[src/rtl/float_pkg.sv]
// rtl/float_pkg.sv - shared types and constants for the floating-point multiply pipeline
package float_pkg;

  typedef enum logic [1:0] {
    CLS_ZERO = 2'd0,
    CLS_NORM = 2'd1,
    CLS_INF  = 2'd2,
    CLS_NAN  = 2'd3
  } fclass_t;

  localparam int FLAG_W         = 4;
  localparam int FLAG_INVALID   = 3;
  localparam int FLAG_OVERFLOW  = 2;
  localparam int FLAG_UNDERFLOW = 1;
  localparam int FLAG_INEXACT   = 0;

  // Quiet NaN: sign 0, exponent all ones, fraction MSB set; callers truncate to their width.
  function automatic logic [127:0] canonical_nan(input int exp_w, input int man_w);
    logic [127:0] r;
    r = '0;
    for (int i = 0; i < exp_w; i++) r[man_w+i] = 1'b1;
    r[man_w-1] = 1'b1;
    return r;
  endfunction

endpackage

[src/rtl/float_unpack.sv]
// rtl/float_unpack.sv - splits an operand into sign, exponent, significand and class
module float_unpack
  import float_pkg::*;
#(
  parameter int EXP_W = 8,
  parameter int MAN_W = 23
) (
  input  logic [EXP_W+MAN_W:0] op,
  output logic                 sign,
  output logic [EXP_W-1:0]     expo,
  output logic [MAN_W:0]       sig,
  output fclass_t              cls
);

  logic [MAN_W-1:0] frac;

  assign sign = op[EXP_W+MAN_W];
  assign expo = op[EXP_W+MAN_W-1:MAN_W];
  assign frac = op[MAN_W-1:0];
  assign sig  = {1'b1, frac};

  // Denormals classify as zero, which flushes them.
  always_comb begin
    cls = CLS_NORM;
    if (expo == '0) cls = CLS_ZERO;
    else if (&expo) cls = (frac == '0) ? CLS_INF : CLS_NAN;
  end

endmodule

[src/rtl/float_mul_pipe.sv]
// rtl/float_mul_pipe.sv - pipelined floating-point multiplier with RNE rounding and exception flags
module float_mul_pipe
  import float_pkg::*;
#(
  parameter int EXP_W = 8,
  parameter int MAN_W = 23
) (
  input  logic                   clk,
  input  logic                   rst,
  input  logic                   in_valid,
  output logic                   in_ready,
  input  logic [EXP_W+MAN_W:0]   in_a,
  input  logic [EXP_W+MAN_W:0]   in_b,
  output logic                   out_valid,
  input  logic                   out_ready,
  output logic [EXP_W+MAN_W:0]   out_data,
  output logic [FLAG_W-1:0]      out_flags
);

  localparam int W    = 1 + EXP_W + MAN_W;
  localparam int SW   = MAN_W + 1;
  localparam int PW   = 2 * SW;
  localparam int EW   = EXP_W + 2;
  localparam int BIAS = 2 ** (EXP_W - 1) - 1;

  localparam logic [W-1:0]         QNAN     = W'(canonical_nan(EXP_W, MAN_W));
  localparam logic signed [EW-1:0] BIAS_S   = EW'(BIAS);
  localparam logic signed [EW-1:0] EXP_MAX  = EW'(2 ** EXP_W - 1);
  localparam logic signed [EW-1:0] EXP_ZERO = '0;

  logic advance;

  assign advance  = !out_valid || out_ready;
  assign in_ready = advance;

  // Stage 1: captured operands
  logic         s1_valid;
  logic [W-1:0] s1_a, s1_b;

  logic             ua_sign, ub_sign;
  logic [EXP_W-1:0] ua_expo, ub_expo;
  logic [MAN_W:0]   ua_sig, ub_sig;
  fclass_t          ua_cls, ub_cls;
  logic signed [EW-1:0] exp_sum;

  float_unpack #(.EXP_W(EXP_W), .MAN_W(MAN_W)) u_unpack_a (
    .op(s1_a), .sign(ua_sign), .expo(ua_expo), .sig(ua_sig), .cls(ua_cls)
  );
  float_unpack #(.EXP_W(EXP_W), .MAN_W(MAN_W)) u_unpack_b (
    .op(s1_b), .sign(ub_sign), .expo(ub_expo), .sig(ub_sig), .cls(ub_cls)
  );

  assign exp_sum = $signed({2'b00, ua_expo}) + $signed({2'b00, ub_expo}) - BIAS_S;

  // Stage 2: unpacked operands
  logic                 s2_valid;
  logic                 s2_sign;
  logic signed [EW-1:0] s2_exp;
  logic [SW-1:0]        s2_sig_a, s2_sig_b;
  fclass_t              s2_cls_a, s2_cls_b;
  logic [PW-1:0]        prod;

  assign prod = {{SW{1'b0}}, s2_sig_a} * {{SW{1'b0}}, s2_sig_b};

  // Stage 3: raw significand product
  logic                 s3_valid;
  logic                 s3_sign;
  logic signed [EW-1:0] s3_exp;
  logic [PW-1:0]        s3_prod;
  fclass_t              s3_cls_a, s3_cls_b;

  logic [PW-1:0]        norm;
  logic signed [EW-1:0] exp_n, exp_f;
  logic [MAN_W-1:0]     frac_t;
  logic [MAN_W:0]       frac_r;
  logic                 guard, sticky, inc;
  logic                 a_nan, b_nan, a_inf, b_inf, a_zero, b_zero;
  logic [W-1:0]         res_data;
  logic [FLAG_W-1:0]    res_flags;

  always_comb begin
    norm   = s3_prod[PW-1] ? s3_prod : (s3_prod << 1);
    exp_n  = s3_exp + $signed({{(EW-1){1'b0}}, s3_prod[PW-1]});
    frac_t = norm[PW-2 -: MAN_W];
    guard  = norm[MAN_W];
    sticky = |norm[MAN_W-1:0];
    inc    = guard & (sticky | frac_t[0]);
    // A rounding carry leaves the fraction field all zeros and bumps the exponent.
    frac_r = {1'b0, frac_t} + {{MAN_W{1'b0}}, inc};
    exp_f  = exp_n + $signed({{(EW-1){1'b0}}, frac_r[MAN_W]});

    a_nan  = (s3_cls_a == CLS_NAN);
    b_nan  = (s3_cls_b == CLS_NAN);
    a_inf  = (s3_cls_a == CLS_INF);
    b_inf  = (s3_cls_b == CLS_INF);
    a_zero = (s3_cls_a == CLS_ZERO);
    b_zero = (s3_cls_b == CLS_ZERO);

    res_flags = '0;
    if (a_nan || b_nan) begin
      res_data = QNAN;
    end else if ((a_inf && b_zero) || (a_zero && b_inf)) begin
      res_data                = QNAN;
      res_flags[FLAG_INVALID] = 1'b1;
    end else if (a_inf || b_inf) begin
      res_data = {s3_sign, {EXP_W{1'b1}}, {MAN_W{1'b0}}};
    end else if (a_zero || b_zero) begin
      res_data = {s3_sign, {(W-1){1'b0}}};
    end else if (exp_f >= EXP_MAX) begin
      res_data                 = {s3_sign, {EXP_W{1'b1}}, {MAN_W{1'b0}}};
      res_flags[FLAG_OVERFLOW] = 1'b1;
      res_flags[FLAG_INEXACT]  = 1'b1;
    end else if (exp_f <= EXP_ZERO) begin
      res_data                  = {s3_sign, {(W-1){1'b0}}};
      res_flags[FLAG_UNDERFLOW] = 1'b1;
      res_flags[FLAG_INEXACT]   = 1'b1;
    end else begin
      res_data                = {s3_sign, exp_f[EXP_W-1:0], frac_r[MAN_W-1:0]};
      res_flags[FLAG_INEXACT] = guard | sticky;
    end
  end

  always_ff @(posedge clk) begin
    if (rst) begin
      s1_valid  <= 1'b0;
      s2_valid  <= 1'b0;
      s3_valid  <= 1'b0;
      out_valid <= 1'b0;
      out_data  <= '0;
      out_flags <= '0;
    end else if (advance) begin
      s1_valid  <= in_valid;
      s2_valid  <= s1_valid;
      s3_valid  <= s2_valid;
      out_valid <= s3_valid;
      if (s3_valid) begin
        out_data  <= res_data;
        out_flags <= res_flags;
      end
    end
  end

  // Datapath registers load only with a valid entry, so bubbles leave them untouched.
  always_ff @(posedge clk) begin
    if (advance) begin
      if (in_valid) begin
        s1_a <= in_a;
        s1_b <= in_b;
      end
      if (s1_valid) begin
        s2_sign  <= ua_sign ^ ub_sign;
        s2_exp   <= exp_sum;
        s2_sig_a <= ua_sig;
        s2_sig_b <= ub_sig;
        s2_cls_a <= ua_cls;
        s2_cls_b <= ub_cls;
      end
      if (s2_valid) begin
        s3_sign  <= s2_sign;
        s3_exp   <= s2_exp;
        s3_prod  <= prod;
        s3_cls_a <= s2_cls_a;
        s3_cls_b <= s2_cls_b;
      end
    end
  end

endmodule

[config.mk]
export PLATFORM = sky130hd
export DESIGN_NAME = float_mul_pipe
export DESIGN_NICKNAME = d
export VERILOG_FILES = /design/src/rtl/float_pkg.sv /design/src/rtl/float_unpack.sv /design/src/rtl/float_mul_pipe.sv
export SDC_FILE = /design/constraint.sdc
export NUM_CORES = 2
export LEC_CHECK = 0
export BUFFER_PORTS_ARGS = -buffer_cell sky130_fd_sc_hd__buf_2
export CAP_MARGIN = 20
export CORE_ASPECT_RATIO = 1.25
export CORE_UTILIZATION = 60
export DETAILED_ROUTE_END_ITERATION = 10
export GPL_TIMING_DRIVEN = 0
export PLACE_DENSITY = 0.77
export SLEW_MARGIN = 20
export SYNTH_ARGS = -nofsm -noshare
export SYNTH_HDL_FRONTEND = slang
export SYNTH_HIERARCHICAL = 1
export SYNTH_SLANG_ARGS = --single-unit
[constraint.sdc]
create_clock -name clk -period 9.4 [get_ports clk]
set_input_delay 2.82 -clock clk [delete_from_list [all_inputs] [get_ports clk]]
set_output_delay 2.82 -clock clk [all_outputs]
set_load 0.005 [all_outputs]
### Word-level counts from Yosys, hierarchy flattened

Index checks and enable logic that the tools add are counted.

* flip-flop bits (word level): 228
* bits of input ports: 68
* output and inout port bits: 38
* word-level logic and storage cells: 83

* add/sub/neg operators: 5
* multiply operators: 1
* order comparisons: 2
* eq/ne operators: 4
* muxes and demuxes: 21
* bitwise operators: 6
* reductions and logical operators: 23

Operators by type and width (number)
* $mux 31: 4
* $mux 32: 2
* $mul 24x24->48: 1
* $mux 47: 1
* $logic_not 23->1: 2
* $add 23x1->24: 1
* $reduce_or 23->1: 1
* $add 10x2->10: 2
* $logic_not 8->1: 2
* $reduce_and 8->1: 2
* $ge 10x9->1 const B: 1
* $le 10x1->1 const B: 1
* $mux 1: 10
* $sub 9x7->10 const B: 1
* $add 8x8->9: 1
* $mux 3: 3
* $eq 2x2->1 const B: 4
* $reduce_and 2->1: 4
* $logic_or 1x1->1: 5
* $logic_not 2->1: 2
* $mux 4: 1
* $reduce_or 2->1: 2
* $logic_and 1x1->1: 2
* $not 1->1: 2
* other kinds (4): 5

### Longest topological paths before layout

* word-level depth: 13
* gate-level depth with buffers: 26
* mapped depth without buffers: 25

### Modules after synthesis

Netlist, hierarchy kept.

Modules (own cells, without submodules)
* float_mul_pipe: instances 1, cells an instance 2738, area each 27687.8 sq um
* float_unpack: instances 2, cells an instance 48, area each 347.8 sq um

### Worst setup path before layout

OpenSTA, ideal clock, no wires.

* path type: register to register
* start: register s2_sig_b[3]
* end: register s3_prod[43] (data pin)
* data arrival time: 6372 ps
* required time: 9135 ps
* setup slack: 2763 ps
* cell stages (with the launch flop): 25
* buffers on the path: 1
* cell sequence: edfxtp_1 > clkbuf_1 > nand2_1 > fa_1 > inv_1 > fa_1 > inv_1 > fa_1 > fa_1 > inv_1 > fa_1 > fa_1 > inv_1 > fa_1 > inv_1 > ha_1 > and4_1 > nand4_1 > nor3b_1 > a2111oi_2 > o41ai_2 > a21oi_2 > o21ai_1 > o21ai_1 > xnor2_1

* word-level cells in the longest chain between the ends: 1

Ends and longest elaborated chain
* start: declaration: line float_mul_pipe.sv:59 `logic [SW-1:0] s2_sig_a, s2_sig_b;`
* start signal: assignment: line float_mul_pipe.sv:154 `s2_sig_b <= ub_sig;`
* $mul 24x24->48: line float_mul_pipe.sv:63 `assign prod = {{SW{1'b0}}, s2_sig_a} * {{SW{1'b0}}, s2_sig_b};`
* via prod[43]: line float_mul_pipe.sv:61 `logic [PW-1:0] prod;`
* end signal: assignment: line float_mul_pipe.sv:161 `s3_prod <= prod;`
* end: declaration: line float_mul_pipe.sv:69 `logic [PW-1:0] s3_prod;`

The timed path passes the listed nets, and every way through them passes these cells.
A chain may end at the register's enable or synchronous reset.

### Worst setup path after layout

* start: register s2_sig_a[11]
* end: register s3_prod[41] (data pin)

* word-level cells in the longest chain between the ends: 1

Ends and longest elaborated chain
* start: declaration: line float_mul_pipe.sv:59
* start signal: assignment: line float_mul_pipe.sv:153 `s2_sig_a <= ua_sig;`
* $mul 24x24->48: line float_mul_pipe.sv:63
* via prod[41]: line float_mul_pipe.sv:61

The timed path passes the listed nets, and every way through them passes these cells.

==> metrics.md <==
| Metric | Value |
|---|---|
| Slew @ Worst Pin | 1160 ps |
| Hold buffer count at cts | 0 |
| Die height | approximately 250 microns |
| Origin of the critical flop-to-flop path | s2_sig_a[11]$_DFFE_PP_ |
| Detailed Place HPWL | 65700 microns |
| Core area | 0.0465 sq mm |
| Area share of the largest cell type after synthesis | 34.1% |
| Sum Neg Setup Slack | 0 ps |
| Area delta synth->final | 7.48% |
| Largest net degree at the start of global routing | 64 |
| Top cells by area, synth | fa_1, edfxtp_1, ha_1 |
| RSZ-0062 raised after global routing | no |
| Layout cell share with drive strength beyond 1 | 7.71% |
| Max-capacitance violation count | 0 |
| Synthesized Nets | approximately 3600 |
| Cell taking the most area after synthesis | fa_1 |
| Met1 Usage GRT | about 39% |
| Met2 GRT Util | 59.1% |
| Max Clock Freq | 120 MHz |
| Row cnt | 88 |
| CP Capture Type | flip-flop |
| Post-placement cell count | 3572 |
| Final hold vios | 0 |
| Gr busiest metal | met2 |
| Sequential fraction of the synthesis area | between 20% and 30% |
| Met3 usage | 6.06% |
| Via Count | a little over 20000 |
| Initial cell density of the core | 61.1% |
| Hold path startpoint | s2_exp[5]$_DFFE_PP_ |
| Critical Path AT | between 8000 and 9000 ps |
| FF-to-FF End | s3_prod[41]$_DFFE_PP_ |
| CTS tree | built |
| Initial antenna violation count | 7 |
| Count leader, synth | inv_1 |
| Vias in the first global route | approximately 22000 |
| Min Clock Period, post-route | approximately 8300 ps |
| Yosys Warn Count | 6 |
| Critical Setup Path Class | reg2reg |
| Post-synth EDFFs | between 150 and 200 |
| Commonest cells post-synth | inv_1, fa_1, nand2_1 |
| Hold/Removal Path Class | reg2reg |
| Synthesized cell area | 0.0284 sq mm |
| CP required | 9770 ps |
| Io pins | 106 |
| WHS Endpoint | s3_exp[5]$_DFFE_PP_ |
| Status | completed |
| Multi-input combinational cell area | 0.0188 sq mm |
| R2r worst-path depth | 25 |
| Avg Cell Area, Syn | 10.0 sq um |
| DRC | 0 |
| Die extent in x | roughly 200 microns |
| Pins over their slew limit | 0 |
| CP Launch Type | flip-flop |
| Initial drt markers | around 1200 |
| R2R Setup Slk | 1060 ps |
| PostCTS Resize Cnt | 0 |
| Wire per inst | 22.1 microns |
| Clock Path Buffers | 3 |
| Drt pass-1 iters | 5 |
| Total CTS buffers | 23 |
| Synth Flop Type | edfxtp_1 |
| Cell count after synthesis | 2834 |
| Clock sink count | between 200 and 250 |
| Worst Skew | 8.66 ps |
| Share of flip-flops with an asynchronous set or reset | 0% |
| Final WL | around 80000 microns |
| First-pass GRT wire length | 121000 microns |
| Slew Limit Headroom | 21.7% |
| H-tree depth | 1 |
| Area of the die | just under 0.05 sq mm |
| Vias per inst | 5.63 |
| # Post-CTS Setup Buffers | 0 |
| Input/output buffers | 105 |
| Count of cell types in the netlist | 74 |
| GRT Total Usage | 34.3% |
| Setup violations, final | 0 |
| Fill count | between 3000 and 4000 |
| GPL Wtd Cong | between 1 and 1.5 |
| Hold Path Depth | 0 |
| Period utilization | 88.7% |
| Final Core Density | 65.7% |
| Storage cell area | roughly 0.0065 sq mm |
| Nets | 3711 |
| Gr ovfl total | 0 |
| Clock-pin slew on the worst setup and hold paths | around 60 ps |
| Number of synthesized register bits | 230 |
| CTS Root Cell | clkbuf_16 |
| Number of cells in the finished layout apart from fillers | ~3600 |
| ANT nets after route | 0 |
| Clk Latency, worst-skew pair | 560 ps |
| Max FO, Critical Path | 10 |
per-stage QoR:
stage / instance area, sq um / setup WS, ps / hold slack [ps]
2_1_floorplan: 28400 / 2760 / 400
3_3_place_gp: 29700 / 1290 / 402
3_5_place_dp: 29800 / 1230 / 405
4_1_cts: 30500 / 1180 / 416
5_1_grt: 30500 / 741 / 423
6_report: 30500 / 1060 / 416
cell type report:
| cell class | instances | share of cell area [%] |
|---|---|---|
| Multi-Input combinational cell | 1842 | 61.5 |
| Sequential cell | 230 | 21.3 |
| Inverter | 571 | 7.03 |
| Buffer | 191 | 3.22 |
| Tap cell | 630 | 2.58 |
| Timing Repair Buffer | 108 | 1.99 |
| Clock buffer | 27 | 1.94 |
| Clock inverter | 14 | 0.414 |
| Antenna cell | 1 | 0.00820 |
worst max-delay path by stage:
stage | start | end | slack (ps) | cells past startpoint
2_1_floorplan | s2_sig_b[3]$_DFFE_PP_ | s3_prod[43]$_DFFE_PP_ | 2760 | 24
6_report | s2_sig_a[11]$_DFFE_PP_ | s3_prod[41]$_DFFE_PP_ | 1060 | 25
4_1_cts | s2_sig_a[11]$_DFFE_PP_ | s3_prod[41]$_DFFE_PP_ | 1180 | 25
3_5_place_dp | s2_sig_a[11]$_DFFE_PP_ | s3_prod[41]$_DFFE_PP_ | 1230 | 25
5_1_grt | s2_sig_b[9]$_DFFE_PP_ | s3_prod[43]$_DFFE_PP_ | 740 | 24
3_3_place_gp | s2_sig_b[6]$_DFFE_PP_ | s3_prod[41]$_DFFE_PP_ | 1290 | 25
layout by cell type, fill, tap and decap left out, types with 40 or more instances in the layout:
cell type,count
clkbuf_1,120
a21oi_1,76
nor2_1,49
buf_2,112
edfxtp_1,190
ha_1,192
nand2_1,357
buf_4,66
xnor2_1,51
and2_1,292
dfxtp_1,40
inv_1,570
fa_1,484
xor2_1,42
flip-flops by register name, summed over array words and instances (netlist names), 2 cells and up:
| signal | count |
|---|---|
| out_data | 32 |
| out_flags | 4 |
| s1_a | 32 |
| s1_b | 32 |
| s2_cls_a | 2 |
| s2_cls_b | 2 |
| s2_exp | 10 |
| s2_sig_a | 24 |
| s2_sig_b | 24 |
| s3_cls_a | 2 |
| s3_cls_b | 2 |
| s3_exp | 10 |
| s3_prod | 48 |
layer usage:
| metal | vias to the layer above | part of all wire [%] |
|---|---|---|
| li1 | 8924 | - |
| met1 | 10300 | 35 |
| met2 | 883 | 49 |
| met3 | 279 | 7.5 |
| met4 | 4 | 8.2 |
| met5 | - | 0.029 |
critical path: stages, from the launching register on:
cell and delay (ps):
edfxtp_1 730, clkbuf_1 730, nand2_1 200, fa_1 590, inv_1 60, fa_1 510, inv_1 70, fa_1 530
inv_1 50, fa_1 420, fa_1 480, fa_1 550, inv_1 60, fa_1 560, inv_1 60, ha_1 270
buf_2 180, nand4_1 110, nor2_1 200, a31oi_1 170, a21oi_1 260, nor3b_2 120, a2111oi_0 630, o21ai_1 190
nor4b_1 180, a211oi_1 220
cells by family (layout without fill, tap and decap cells):
kind of cell | after synthesis | in the layout | synth area share (%)
adders and majority gates | 676 | 676 | 42.6
and+or+nand+nor | 837 | 837 | 15.1
DFF | 230 | 230 | 22.9
AOI/OAI and AO/OA | 219 | 219 | 4.93
other | 2 | 3 | 0.0265
xor gates and xnor gates | 93 | 93 | 2.87
muxes | 15 | 15 | 0.538
buffers and inverters | 762 | 911 | 11.0
Power is left out: the tool's default activity adds up to more than one toggle a clock period on the data nets, which glitch-free logic cannot reach.
